**config.mk**
```make
export PLATFORM = sky130hd
export DESIGN_NAME = sr_drive_ctrl
export DESIGN_NICKNAME = d
export VERILOG_FILES = /design/src/rtl/sr_drive_pkg.sv /design/src/rtl/sr_excite_enc.sv /design/src/rtl/sr_drive_ctrl.sv
export SDC_FILE = /design/constraint.sdc
export NUM_CORES = 1
export LEC_CHECK = 0
export ABC_AREA = 0
export CAP_MARGIN = 25
export CORE_ASPECT_RATIO = 1.1
export CORE_MARGIN = 3
export CORE_UTILIZATION = 25
export DETAILED_ROUTE_END_ITERATION = 6
export REMOVE_ABC_BUFFERS = 1
export SYNTH_ARGS = -nofsm -noshare
export SYNTH_HDL_FRONTEND = slang
export SYNTH_HIERARCHICAL = 1
export SYNTH_SLANG_ARGS = --single-unit
```
**constraint.sdc**
```tcl
create_clock -name clk -period 2.7 [get_ports clk]
set_clock_uncertainty 0.15 [all_clocks]
set_input_delay 0.81 -clock clk [delete_from_list [all_inputs] [get_ports clk]]
set_output_delay 0.81 -clock clk [all_outputs]
set_load 0.1 [all_outputs]
```
**src/rtl/sr_drive_pkg.sv**
```systemverilog
// sr_drive_pkg: shared FSM states, SR excitation codes and width helper for sr_drive_ctrl.
package sr_drive_pkg;
  typedef enum logic [1:0] {IDLE, DRIVE, SETTLE, CHECK} state_t;
  localparam logic [1:0] EXC_HOLD = 2'b00;
  localparam logic [1:0] EXC_RST  = 2'b01;
  localparam logic [1:0] EXC_SET  = 2'b10;
  localparam logic [1:0] EXC_BAD  = 2'b11;
  function automatic int cw(input int n);
    return n > 0 ? $clog2(n + 1) : 1;
  endfunction
endpackage

```
**src/rtl/sr_excite_enc.sv**
```systemverilog
// sr_excite_enc: per-bit SR excitation {S,R} that moves fb towards tgt; never emits EXC_BAD.
module sr_excite_enc
  import sr_drive_pkg::*;
(
  input  logic       tgt,
  input  logic       fb,
  output logic [1:0] code
);
  assign code = tgt == fb ? EXC_HOLD : (tgt ? EXC_SET : EXC_RST);
endmodule

```
**src/rtl/sr_drive_ctrl.sv**
```systemverilog
// sr_drive_ctrl: drives a one-cycle S/R command into an SR flip-flop bank and verifies readback.
// Define SR_DRIVE_RETRY_EN to re-drive mismatched bits up to MAX_RETRY times before err.
module sr_drive_ctrl
  import sr_drive_pkg::*;
#(
  parameter int WIDTH      = 4,
  parameter int SETTLE_CYC = 1,
  parameter int MAX_RETRY  = 2
) (
  input  logic             clk,
  input  logic             reset,
  input  logic             tgt_valid,
  input  logic [WIDTH-1:0] tgt_data,
  output logic             tgt_ready,
  input  logic [WIDTH-1:0] q_fb,
  output logic [WIDTH-1:0] s_out,
  output logic [WIDTH-1:0] r_out,
  output logic             done,
  output logic             err,
  output logic [WIDTH-1:0] mism
);
  localparam int CW = cw(SETTLE_CYC);
  if (WIDTH < 1 || SETTLE_CYC < 0 || MAX_RETRY < 0) begin : g_bad_param
    $error("sr_drive_ctrl: illegal parameter value");
  end
  state_t           state;
  logic [WIDTH-1:0] tgt_q, enc_tgt, s_nxt, r_nxt, diff;
  logic [CW-1:0]    cnt;
  logic             accept, retry_go;
  assign accept  = state == IDLE && tgt_valid && tgt_ready;
  // Encoders see the fresh target at accept and the latched one when re-driving.
  assign enc_tgt = state == IDLE ? tgt_data : tgt_q;
  for (genvar i = 0; i < WIDTH; i++) begin : g_bit
    logic [1:0] code;
    sr_excite_enc u_enc (.tgt(enc_tgt[i]), .fb(q_fb[i]), .code(code));
    assign {s_nxt[i], r_nxt[i]} = code;
    assign diff[i] = q_fb[i] === tgt_q[i] ? 1'b0 : 1'b1;
    assert property (@(posedge clk) {s_out[i], r_out[i]} != EXC_BAD);
  end
  assert property (@(posedge clk) !(done && err));
`ifdef SR_DRIVE_RETRY_EN
  localparam int RW = cw(MAX_RETRY);
  logic [RW-1:0] retry;
  assign retry_go = retry < RW'(MAX_RETRY);
  always_ff @(posedge clk)
    if (!reset || accept) retry <= '0;
    else if (state == CHECK && diff != '0 && retry_go) retry <= retry + 1'b1;
`else
  assign retry_go = 1'b0;
`endif
  always_ff @(posedge clk) begin
    if (!reset) begin
      state     <= IDLE;
      tgt_ready <= 1'b0;
      s_out     <= '0;
      r_out     <= '0;
      done      <= 1'b0;
      err       <= 1'b0;
      mism      <= '0;
      tgt_q     <= '0;
      cnt       <= '0;
    end else begin
      s_out <= '0;
      r_out <= '0;
      done  <= 1'b0;
      err   <= 1'b0;
      case (state)
        IDLE: begin
          tgt_ready <= !accept;
          if (accept) begin
            tgt_q <= tgt_data;
            mism  <= '0;
            s_out <= s_nxt;
            r_out <= r_nxt;
            state <= (s_nxt | r_nxt) != '0 ? DRIVE : CHECK;
          end
        end
        DRIVE: begin
          state <= SETTLE_CYC > 0 ? SETTLE : CHECK;
          cnt   <= CW'(SETTLE_CYC > 0 ? SETTLE_CYC - 1 : 0);
        end
        SETTLE: begin
          state <= cnt == '0 ? CHECK : SETTLE;
          cnt   <= cnt - 1'b1;
        end
        CHECK: begin
          mism <= diff;
          if (diff != '0 && retry_go) begin
            state <= DRIVE;
            s_out <= s_nxt;
            r_out <= r_nxt;
          end else begin
            state     <= IDLE;
            tgt_ready <= 1'b1;
            done      <= diff == '0;
            err       <= diff != '0;
          end
        end
        default: state <= IDLE;
      endcase
    end
  end
endmodule

```
Yosys cells after proc, flatten, opt, wreduce, memory -nomap -nowiden
Cells that the tools add are included.
{"block": "totals", "register_bits": 22, "output_inout_bits": 15}
{"block": "op_classes", "addsub": 1, "eq_ne": 12, "muxes": 21, "n_bitwise": 1, "n_reduce_logical": 13}
{"operator": "2-to-1 mux 2 bit", "count": 10}
{"operator": "2-to-1 mux 4 bit", "count": 2}
{"operator": "one-hot mux 2 bit (4 select lines)", "count": 1}
{"operator": "one-hot mux 4 bit (2 select lines)", "count": 1}
{"operator": "nonzero test 4 bit", "count": 2}
{"operator": "AND reduction 2 bit", "count": 3}
{"operator": "2-to-1 mux 1 bit", "count": 5}
{"operator": "== test 1 bit", "count": 4}
{"operator": "== test 2 bit, second input constant", "count": 2}
{"operator": "case equality test 1 bit", "count": 4}
{"operator": "zero test 4 bit", "count": 1}
{"operator": "OR 4 bit", "count": 1}
{"operator": "one-hot mux 1 bit (2 select lines)", "count": 2}
{"operator": "nonzero test 2 bit", "count": 2}
{"operator": "AND reduction 3 bit", "count": 1}
{"operator": "== test 2 x 1 -> 1 bit, second input constant", "count": 1}
{"operator": "logical AND 1 bit", "count": 2}
{"operator": "zero test 2 bit", "count": 1}
{"operator": "!= test 2 bit, second input constant", "count": 1}
{"operator": "zero test 1 bit", "count": 1}
{"operator": "subtractor 1 bit, second input constant", "count": 1}

Longest topological paths before layout
{"block": "logic_depth", "ltp_word": 9, "mapped_depth": 8}

Hierarchy
Netlist, hierarchy kept.
{"mod": "sr_drive_ctrl", "instances": 1, "cells_each": 92, "area_each_um2": 954.7, "seq_area_each_um2": 440.4}
{"mod": "sr_excite_enc", "instances": 4, "cells_each": 2, "area_each_um2": 15.0, "seq_area_each_um2": 0.0}

Worst setup path before layout
No wires, ideal clock.
{"block": "synth_timing", "path_kind": "input -> register", "from": "input port tgt_data[1]", "to": "register state[1]", "setup_time_ns": 0.074, "t_arrival_ns": 1.761, "path_slack_ns": 0.715, "path_stages": 5, "n_path_buf": 0, "cell_sequence": "mux2_2 and2b_2 nor4_1 nand4b_1 a31oi_1"}
{"block": "synth_via", "elab_chain_len": 8}
{"item": "start, declared", "line_no": "sr_drive_ctrl.sv:13", "source": "input logic [WIDTH-1:0] tgt_data,"}
{"item": "2-to-1 mux 4 bit (*)", "line_no": "sr_drive_ctrl.sv:32", "source": "assign enc_tgt = state == IDLE ? tgt_data : tgt_q;"}
{"item": "2-to-1 mux 2 bit / == test 1 bit (equally long branches)", "line_no": "sr_excite_enc.sv:9", "source": "assign code = tgt == fb ? EXC_HOLD : (tgt ? EXC_SET : EXC_RST);"}
{"item": "2-to-1 mux 2 bit (*)", "line_no": "sr_excite_enc.sv:9"}
{"item": "via g_bit[1].code[1]", "line_no": "sr_drive_ctrl.sv:34", "source": "logic [1:0] code;"}
{"item": "OR 4 bit (*)", "line_no": "sr_drive_ctrl.sv:75", "source": "state <= (s_nxt | r_nxt) != '0 ? DRIVE : CHECK;"}
{"item": "nonzero test 4 bit (*)", "line_no": "sr_drive_ctrl.sv:75"}
{"item": "2-to-1 mux 2 bit (*)", "line_no": "sr_drive_ctrl.sv:75"}
{"item": "2-to-1 mux 2 bit (*)", "line_no": "sr_drive_ctrl.sv:70", "source": "if (accept) begin"}
{"item": "one-hot mux 2 bit (4 select lines) (*)", "line_no": "sr_drive_ctrl.sv:67", "source": "case (state)"}
{"item": "end signal, assigned", "line_no": "sr_drive_ctrl.sv:75"}
{"item": "end signal, assigned", "line_no": "sr_drive_ctrl.sv:79", "source": "state <= SETTLE_CYC > 0 ? SETTLE : CHECK;"}
{"item": "end signal, assigned", "line_no": "sr_drive_ctrl.sv:83", "source": "state <= cnt == '0 ? CHECK : SETTLE;"}
{"item": "end, declared", "line_no": "sr_drive_ctrl.sv:26", "source": "state_t state;"}
The timed path passes the listed nets; every way through them passes the cells marked *. The select of a mux whose other input is x is not followed.
A chain may end at the register's enable or synchronous reset.

Worst setup path after layout
{"block": "layout_timing", "from": "input port tgt_data[1]", "to": "register state[1]"}
{"block": "layout_via", "elab_chain_len": 8}
{"item": "2-to-1 mux 4 bit (*)", "line_no": "sr_drive_ctrl.sv:32"}
{"item": "via enc_tgt[1]", "line_no": "sr_drive_ctrl.sv:27", "source": "logic [WIDTH-1:0] tgt_q, enc_tgt, s_nxt, r_nxt, diff;"}
{"item": "2-to-1 mux 2 bit / == test 1 bit (equally long branches)", "line_no": "sr_excite_enc.sv:9"}
{"item": "2-to-1 mux 2 bit (*)", "line_no": "sr_excite_enc.sv:9"}
{"item": "via g_bit[1].code[1]", "line_no": "sr_drive_ctrl.sv:34"}
{"item": "OR 4 bit (*)", "line_no": "sr_drive_ctrl.sv:75"}
{"item": "nonzero test 4 bit (*)", "line_no": "sr_drive_ctrl.sv:75"}
{"item": "2-to-1 mux 2 bit (*)", "line_no": "sr_drive_ctrl.sv:75"}
{"item": "2-to-1 mux 2 bit (*)", "line_no": "sr_drive_ctrl.sv:70"}
{"item": "one-hot mux 2 bit (4 select lines) (*)", "line_no": "sr_drive_ctrl.sv:67"}
Marks and branches as above.

==> metrics.md <==
| Metric | Value |
|---|---|
| Max VDD drop | `0.502 mV` |
| Sink Count | `22` |
| Hold slack final | `344 ps` |
| Area Growth Syn to Fin | `29.3%` |
| Synth Area per Inst | `10.1 um2` |
| Routability cong. | `0.820` |
| Max Clock Freq | `441 MHz` |
| CTS H-tree lvls | `1` |
| Slew margin rel. | `76.9%` |
| CTS tree | `yes` |
| Global route overflow | `0` |
| Final-report hold violation count | `0` |
| CTS Hold Bufs | `0` |
| Worst Setup Start Kind | `input pin` |
| Final Cycle Share | `84.0%` |
| DR iter-0 viols | `29` |
| Pwr/cell area | `942 nW/um2` |
| Tmin final | `2270 ps` |
| Max FO, Critical Path | `2` |
| Vias in the first global route | `799` |
| Final wirelength | `2060 um` |
| Cell Area, Synth | `1010 um2` |
| Crit-path cells | `clkdlybuf4s50_1 > mux2_2 > and2b_2 > nor4_1 > nand4b_1 > a31oi_1` |
| Netlist cell types | `30` |
| Worst EP arrival | `2310 ps` |
| DRT antenna net count | `0` |
| Nets | `142` |
| Placed Area | `1270 um2` |
| Slowest CP cell | `clkdlybuf4s50_1` |
| Cell leakage power | `0.569 nW` |
| Share of cells above drive strength 1 | `26.4%` |
| Drt wl/cell | `11.8 um` |
| # resized after CTS | `0` |
| Status | `finished, final reports clean` |
| DIE WIDTH | `66.7 um` |
| Boundary Pins | `26` |
| Core area | `3770 um2` |
| Rows | `23` |
| Yosys reg bits | `22` |
| Routed vias | `769` |
| Reg clk slew, reported paths | `80 ps` |
| Seq. cell area | `440 um2` |
| First-pass GRT wire length | `3540 um` |
| Skew-Pair Late Insertion Delay | `260 ps` |
| Post-synth EDFFs | `0` |
| Detailed Place HPWL | `1650 um` |
| Final setup vio count | `0` |
| Ys async rst share | `0%` |
| Final Max Tran Viols | `0` |
| Worst-Margin Slew | `345 ps` |
| Post-synth top flop | `dfxtp_1` |
| Max-Cap Viols | `0` |
| Total iterations of the first detailed-routing run | `4` |
| RSZ-0062 raised after global routing | `false` |
| CP required | `2740 ps` |
| Worst hold-check path type | `reg -> reg` |
| Clock buffer count from CTS | `3` |
| Pin count of the biggest net entering global routing | `14` |
| Synth warnings | `6` |
| Seq/Total Area, Yosys | `43.4%` |
| Final Util | `34.8%` |
| Antenna diodes | `0` |
| Fin Setup TNS | `0 ps` |
| Die area | `4860 um2` |
| Slowest stage delay, CP | `420 ps` |
| Initial Util | `26.9%` |
| WS Path Type | `in -> reg` |
| Gate Count Post-Synth | `100` |
| Via density | `4.39` |
| Commonest non-fill, non-tap cell in the layout | `dfxtp_1` |
| CTS root buffer | `clkbuf_8` |
| Die Ht | `72.8 um` |
| Post-CTS setup buffer count | `0` |
| Post-route DRC violation count | `0` |
| CTS max path bufs | `2` |
| Commonest non-fill, non-tap cells in the layout | `dfxtp_1, buf_4, nand2_1, clkdlybuf4s50_1, and3_1` |
| Buffers on Ports | `25` |
| Final Cell Area | `1310 um2` |
| Initial antenna violation count | `0` |
| Total track usage | `9.47%` |
| Multi-input gate area | `541 um2` |
| Crit end category | `flip-flop` |
| Fillers | `411` |
## cells by family (layout without fill, tap and decap cells)
logic type                 Yosys count  after routing  share of synthesized area, %
AOI/OAI and AO/OA                   16             16                          13.9
xor gates and xnor gates             4              4                          3.45
adders and majority gates            4              4                          4.93
buffers and inverters                6             31                          3.33
DFF                                 22             22                          43.4
muxes                                5              5                          5.43
and+or+nand+nor                     43             43                          25.5
## through the flow
stage / instances / worst slack [ps] / total power [W]
after floorplan: 96 / 715 / 0.000911
after global placement: 172 / 214 / 0.00104
after detailed placement: 172 / 172 / 0.00105
after CTS: 175 / 422 / 0.00125
after global routing: 175 / 275 / 0.00131
final: 175 / 433 / 0.00124
## synthesized netlist by cell type, types with 2 or more instances
master / number / share of area [%]
nand2b_1: 2 / 1.2
nand3_1: 4 / 2.0
ha_1: 4 / 4.9
and3_1: 8 / 4.9
o311a_1: 2 / 2.0
dfxtp_1: 22 / 43
nand4b_1: 2 / 1.7
nand2_1: 10 / 3.7
inv_1: 2 / 0.74
and2b_2: 4 / 3.5
a2bb2oi_1: 3 / 2.6
nor2b_1: 7 / 4.3
o21ai_0: 2 / 0.99
nor2_1: 2 / 0.74
mux2_2: 4 / 4.4
a21boi_0: 3 / 2.2
xor2_1: 4 / 3.5
a21boi_2: 2 / 2.2
clkbuf_1: 2 / 0.74
## critical path, delay by kind of cell
family | cells | cell delay (ps)
and+or+nand+nor | 3 | 620
buffers and inverters | 1 | 420
muxes | 1 | 280
AOI/OAI and AO/OA | 1 | 180
## power breakdown
group | total, W | switching, W | internal (W)
Combinational | 0.000621 | 0.000398 | 0.000224
Sequential | 0.000416 | 0.0000404 | 0.000376
Clock | 0.000199 | 0.0000993 | 0.0000994
## metal layers
metal  vias to the layer above  global-route usage (%)  share of wire (%)  routed length, um
li1                        402                       -                  -                  -
met1                       346                    10.8                 42                868
met2                        16                    17.3                 52               1070
met3                         5                   0.924                3.5                 73
met4                         0                    4.74                2.4                 50
met5                         -                       0                  0                  0
## sequential cells by signal, indices dropped and copies added, names as in the netlist
signal     count
state          2
r_out          4
tgt_q          4
tgt_ready      1
done           1
s_out          4
mism           4
err            1
cnt            1
## worst paths after layout
| kind | startpoint | end | slack (ps) | cells past startpoint |
|---|---|---|---|---|
| hold / removal | mism[0] | mism[0] | 340 | 2 |
| setup / recovery | tgt_data[1] | state[1] | 430 | 6 |
| setup reg to reg | state[0] | state[1] | 500 | 7 |
| hold reg to reg | mism[0] | mism[0] | 340 | 2 |
## cell type report
type                       count  share of cell area (%)
clock buffer                   3                    3.15
inverter                       2                   0.572
multi-input combinational     72                    41.2
sequential                    22                    33.6
tap                           50                    4.77
timing repair buffer          26                    16.8
No activity file was read; power rests on OpenSTA's default activity.
==> patch 1: new RTL, same flow settings <==
Change the parameter `WIDTH` from 4 to 6.
--- a/src/rtl/sr_drive_ctrl.sv
+++ b/src/rtl/sr_drive_ctrl.sv
@@ -4,5 +4,5 @@
   import sr_drive_pkg::*;
 #(
-  parameter int WIDTH      = 4,
+  parameter int WIDTH      = 6,
   parameter int SETTLE_CYC = 1,
   parameter int MAX_RETRY  = 2
Ports: changed (5 resized); port bits go from 26 to 36. The function was not compared with the original's and may differ.
==> patch 1 against the original RTL <==
- design area rose by 40%
- worst setup slack worse by 130 ps
- area after synthesis rose by 33%
- count of clock-buffer cells in the layout up 5
- via count grew 43%
- clock power grew 110%
- total power rose by 37%
- non-clock buffer count grew 12
- sequential cell count rose by 8
- critical path depth rose by 1
- die area is 30% higher
- fmax fell by 5.4%
- utilization grew 1.1 points
- routed wire length is 53% higher
- critical endpoint unchanged
==> patch 1: results (changes against the original RTL) <==
| Metric | Value |
|---|---|
| Fin Hold WS | 334 ps (-9.41 ps) |
| WL met2 | 1390 um (+29%) |
| GRT met1 Usage | 13.7% (+2.9 points) |
| Critical Path AT | 2460 ps (+150 ps) |
| H-Tree Depth | 2 (+1) |
| WL met3 | 180 um (+150%) |
| R2r setup slk | 300 ps (-200 ps) |
| Crit-path max cell delay | 460 ps (+40 ps) |
| Xor/xnor share of the synthesized area | 3.88% (+0.43 points) |
| Vias per inst | 4.40 (+0.13%) |
| Clk pin slew, worst setup/hold paths | 60 ps (-20 ps) |
| Post-synthesis compound-gate area fraction | 13.2% (-0.72 points) |
| First-pass GRT wire length | 5380 um (+52%) |
| Proportion of synthesized area in mux cells | 5.73% (+0.30 points) |
| Clk pwr | 0.420 mW (+110%) |
| Global Route Usage Sum | 10.6% (+1.1 points) |
| Metal1 wirelength | 1520 um (+75%) |
| Post-DP HPWL | 2240 um (+35%) |
| Port Buffers | 35 (+40%) |
| Top cells by area, synth | dfxtp_1, a21boi_0, and3_1 |
| Worst-Skew Late Latency | 280 ps (+20 ps) |
| Grt met3 use | 3.36% (+2.4 points) |
| GRT met2 Usage | 16.0% (-1.2 points) |
| Placed insts | 242 (+41%) |
| Cts bufs inserted | 5 (+2) |
| Register area share after synthesis | 44.4% (+0.96 points) |
| Pre-CTS setup slack | 80.7 ps (-91.4 ps) |
| Pin count of the biggest net entering global routing | 30 (+16) |
| Status | finished, final reports clean |
| WL/cell | 12.6 um (+6.8%) |
| Worst-margin pin slew | 578 ps (+233 ps) |
## patch 1: cell count changes after synthesis, moves of 3 or more
cell,change
a21boi_0,+9
a2bb2oi_1,-3
nand3_1,-3
nand4b_1,+4
nand2_1,+5
and3_1,+5
clkbuf_1,+3
dfxtp_1,+8
o21ai_0,+5
## patch 1: worst max-delay path by stage
stage	slack [ps]	startpoint	cells past startpoint	endpoint
3_3_place_gp	50	tgt_data[3]	6	state[1]
2_1_floorplan	670	q_fb[5]	3	err
5_1_grt	90	state[0]	7	state[1]
3_5_place_dp	80	tgt_data[3]	6	state[1]
4_1_cts	290	state[0]	7	state[1]
6_report	300	state[0]	7	state[1]
## patch 1: worst min-delay path: stages (launching register included)
cell and delay [ps]:
dfxtp_1 310, o21ai_0 60, a21boi_0 70
## patch 1: final cells by class
cell class / count / area [um2]
timing repair buffer: 38 / 320
inverter: 2 / 7.51
sequential: 30 / 601
tap: 72 / 90.1
multi-input combinational: 100 / 713
clock buffer: 8 / 110
fill: 553 / 3290
==> patch 2: new RTL, same settings <==
Made on the original files. The 4 states of `state_t` get a one-hot encoding in 4 bits.
--- a/src/rtl/sr_drive_pkg.sv
+++ b/src/rtl/sr_drive_pkg.sv
@@ -1,5 +1,5 @@
 // sr_drive_pkg: shared FSM states, SR excitation codes and width helper for sr_drive_ctrl.
 package sr_drive_pkg;
-  typedef enum logic [1:0] {IDLE, DRIVE, SETTLE, CHECK} state_t;
+  typedef enum logic [3:0] {IDLE = 4'b0001, DRIVE = 4'b0010, SETTLE = 4'b0100, CHECK = 4'b1000} state_t;
   localparam logic [1:0] EXC_HOLD = 2'b00;
   localparam logic [1:0] EXC_RST  = 2'b01;
Behaviour: no difference found for any inputs over 10 cycles, from zero or initial values and one cycle with reset low; not proved beyond that.
==> patch 2 against the original RTL <==
- worst setup slack got worse by 230 ps
- sequential cell count increased by 2
- design area increased by 10%
- area after synthesis increased by 9.6%
- hold slack improved by 12 ps
- routed wire length increased by 17%
- sequential share of layout area decreased by 0.40 points
Power is not compared: it rests on default switching activity, and its combinational part moved more than twofold at a synthesized area within 25%.
==> patch 2: results (changes against the original RTL) <==
| Metric | Value |
|---|---|
| Pre-CTS setup slack | -4.15 ps (-176 ps) |
| Vias per inst | 4.60 (+4.6%) |
| Slowest library cell on the worst path | or4b_1 |
| Top cells by area, synth | dfxtp_1, nand2_1, and3_1 |
| Worst R2R Start | state[1] |
| Nets | 163 (+15%) |
| Fillers | 427 (+3.9%) |
| Critical Path Sink | state[3] |
| Drt first-iter violations | 15 (-48%) |
| WL/cell | 11.9 um (+0.79%) |
| Crit-path max cell delay | 670 ps (+250 ps) |
| Crit path kind | reg2reg |
| R2r setup slk | 200 ps (-300 ps) |
| Area delta synth->final | 30.3% |
| Status | finished, final reports clean |
| WL met2 | 1090 um (+1.4%) |
| Post-DP HPWL | 1910 um (+15%) |
| WL met3 | 137 um (+88%) |
| Metal1 wirelength | 1160 um (+34%) |
| GPL Wtd Cong | 0.705 (-14%) |
| Pin count of the biggest net entering global routing | 15 (+1) |
| Register area share after synthesis | 43.2% (-0.21 points) |
| Initial Utilization | 27.0% (+0.12 points) |
| Share of cells above drive strength 1 | 23.2% (-3.2 points) |
| Vias in the first global route | 887 (+11%) |
| Max Fclk | 0.400 GHz (-9.3%) |
| Global Route Usage Sum | 9.61% (+0.14 points) |
patch 2: cell types whose count changed after synthesis, sizes merged, moves of 3 or more:
cell / change
o211ai: +4
or4: +3
mux2: -4
ha: -4
nand2: +10
a2bb2oi: -3
nor4b: +3
a21oi: +10
a21boi: -6
buf: +3
patch 2: cells by family after synthesis:
| kind of cell | after synthesis | share of synthesized area [%] |
|---|---|---|
| AOI/OAI and AO/OA | 22 | 11.6 |
| DFF | 24 | 43.2 |
| buffers and inverters | 10 | 6.19 |
| muxes | 2 | 1.80 |
| xor gates and xnor gates | 5 | 3.94 |
| and+or+nand+nor | 61 | 33.3 |
patch 2: power by group:
part           internal, mW  leakage (nW)  switching (mW)
clock                 0.198        0.0357           0.120
sequential            0.363         0.194         0.00600
combinational        0.0515         0.390          0.0854
total                 0.613         0.620           0.212
patch 2: metrics by stage:
| stage | power (mW) | std cells | hold slack (ps) | TNS [ps] |
|---|---|---|---|---|
| after global routing | 0.858 | 203 | 371 | 0 |
| final | 0.825 | 203 | 356 | 0 |
| after detailed placement | 0.514 | 199 | 343 | -4.15 |
| after floorplan | 0.464 | 115 | 311 | 0 |
| after global placement | 0.511 | 199 | 331 | 0 |
| after CTS | 0.830 | 203 | 355 | 0 |
patch 2: final cells by class:
type	count	share of cell area [%]
multi-input combinational	90	38.9
sequential	24	33.2
timing repair buffer	32	18.3
tap	52	4.49
clock buffer	3	2.85
clock inverter	1	2.07
inverter	1	0.259
patch 2: worst register-to-register path: stages, from the launching register on:
cell	delay (ps)
dfxtp_1	310
or4b_1	670
nand2_1	120
nand2_1	70
and2b_2	210
or4_1	540
nor4_2	240
o21a_1	150
patch 2: per-layer routing:
metal	up-vias	global-route usage [%]
li1	483	-
met1	413	11.7
met2	33	15.8
met3	4	3.04
met4	0	3.32
met5	-	0
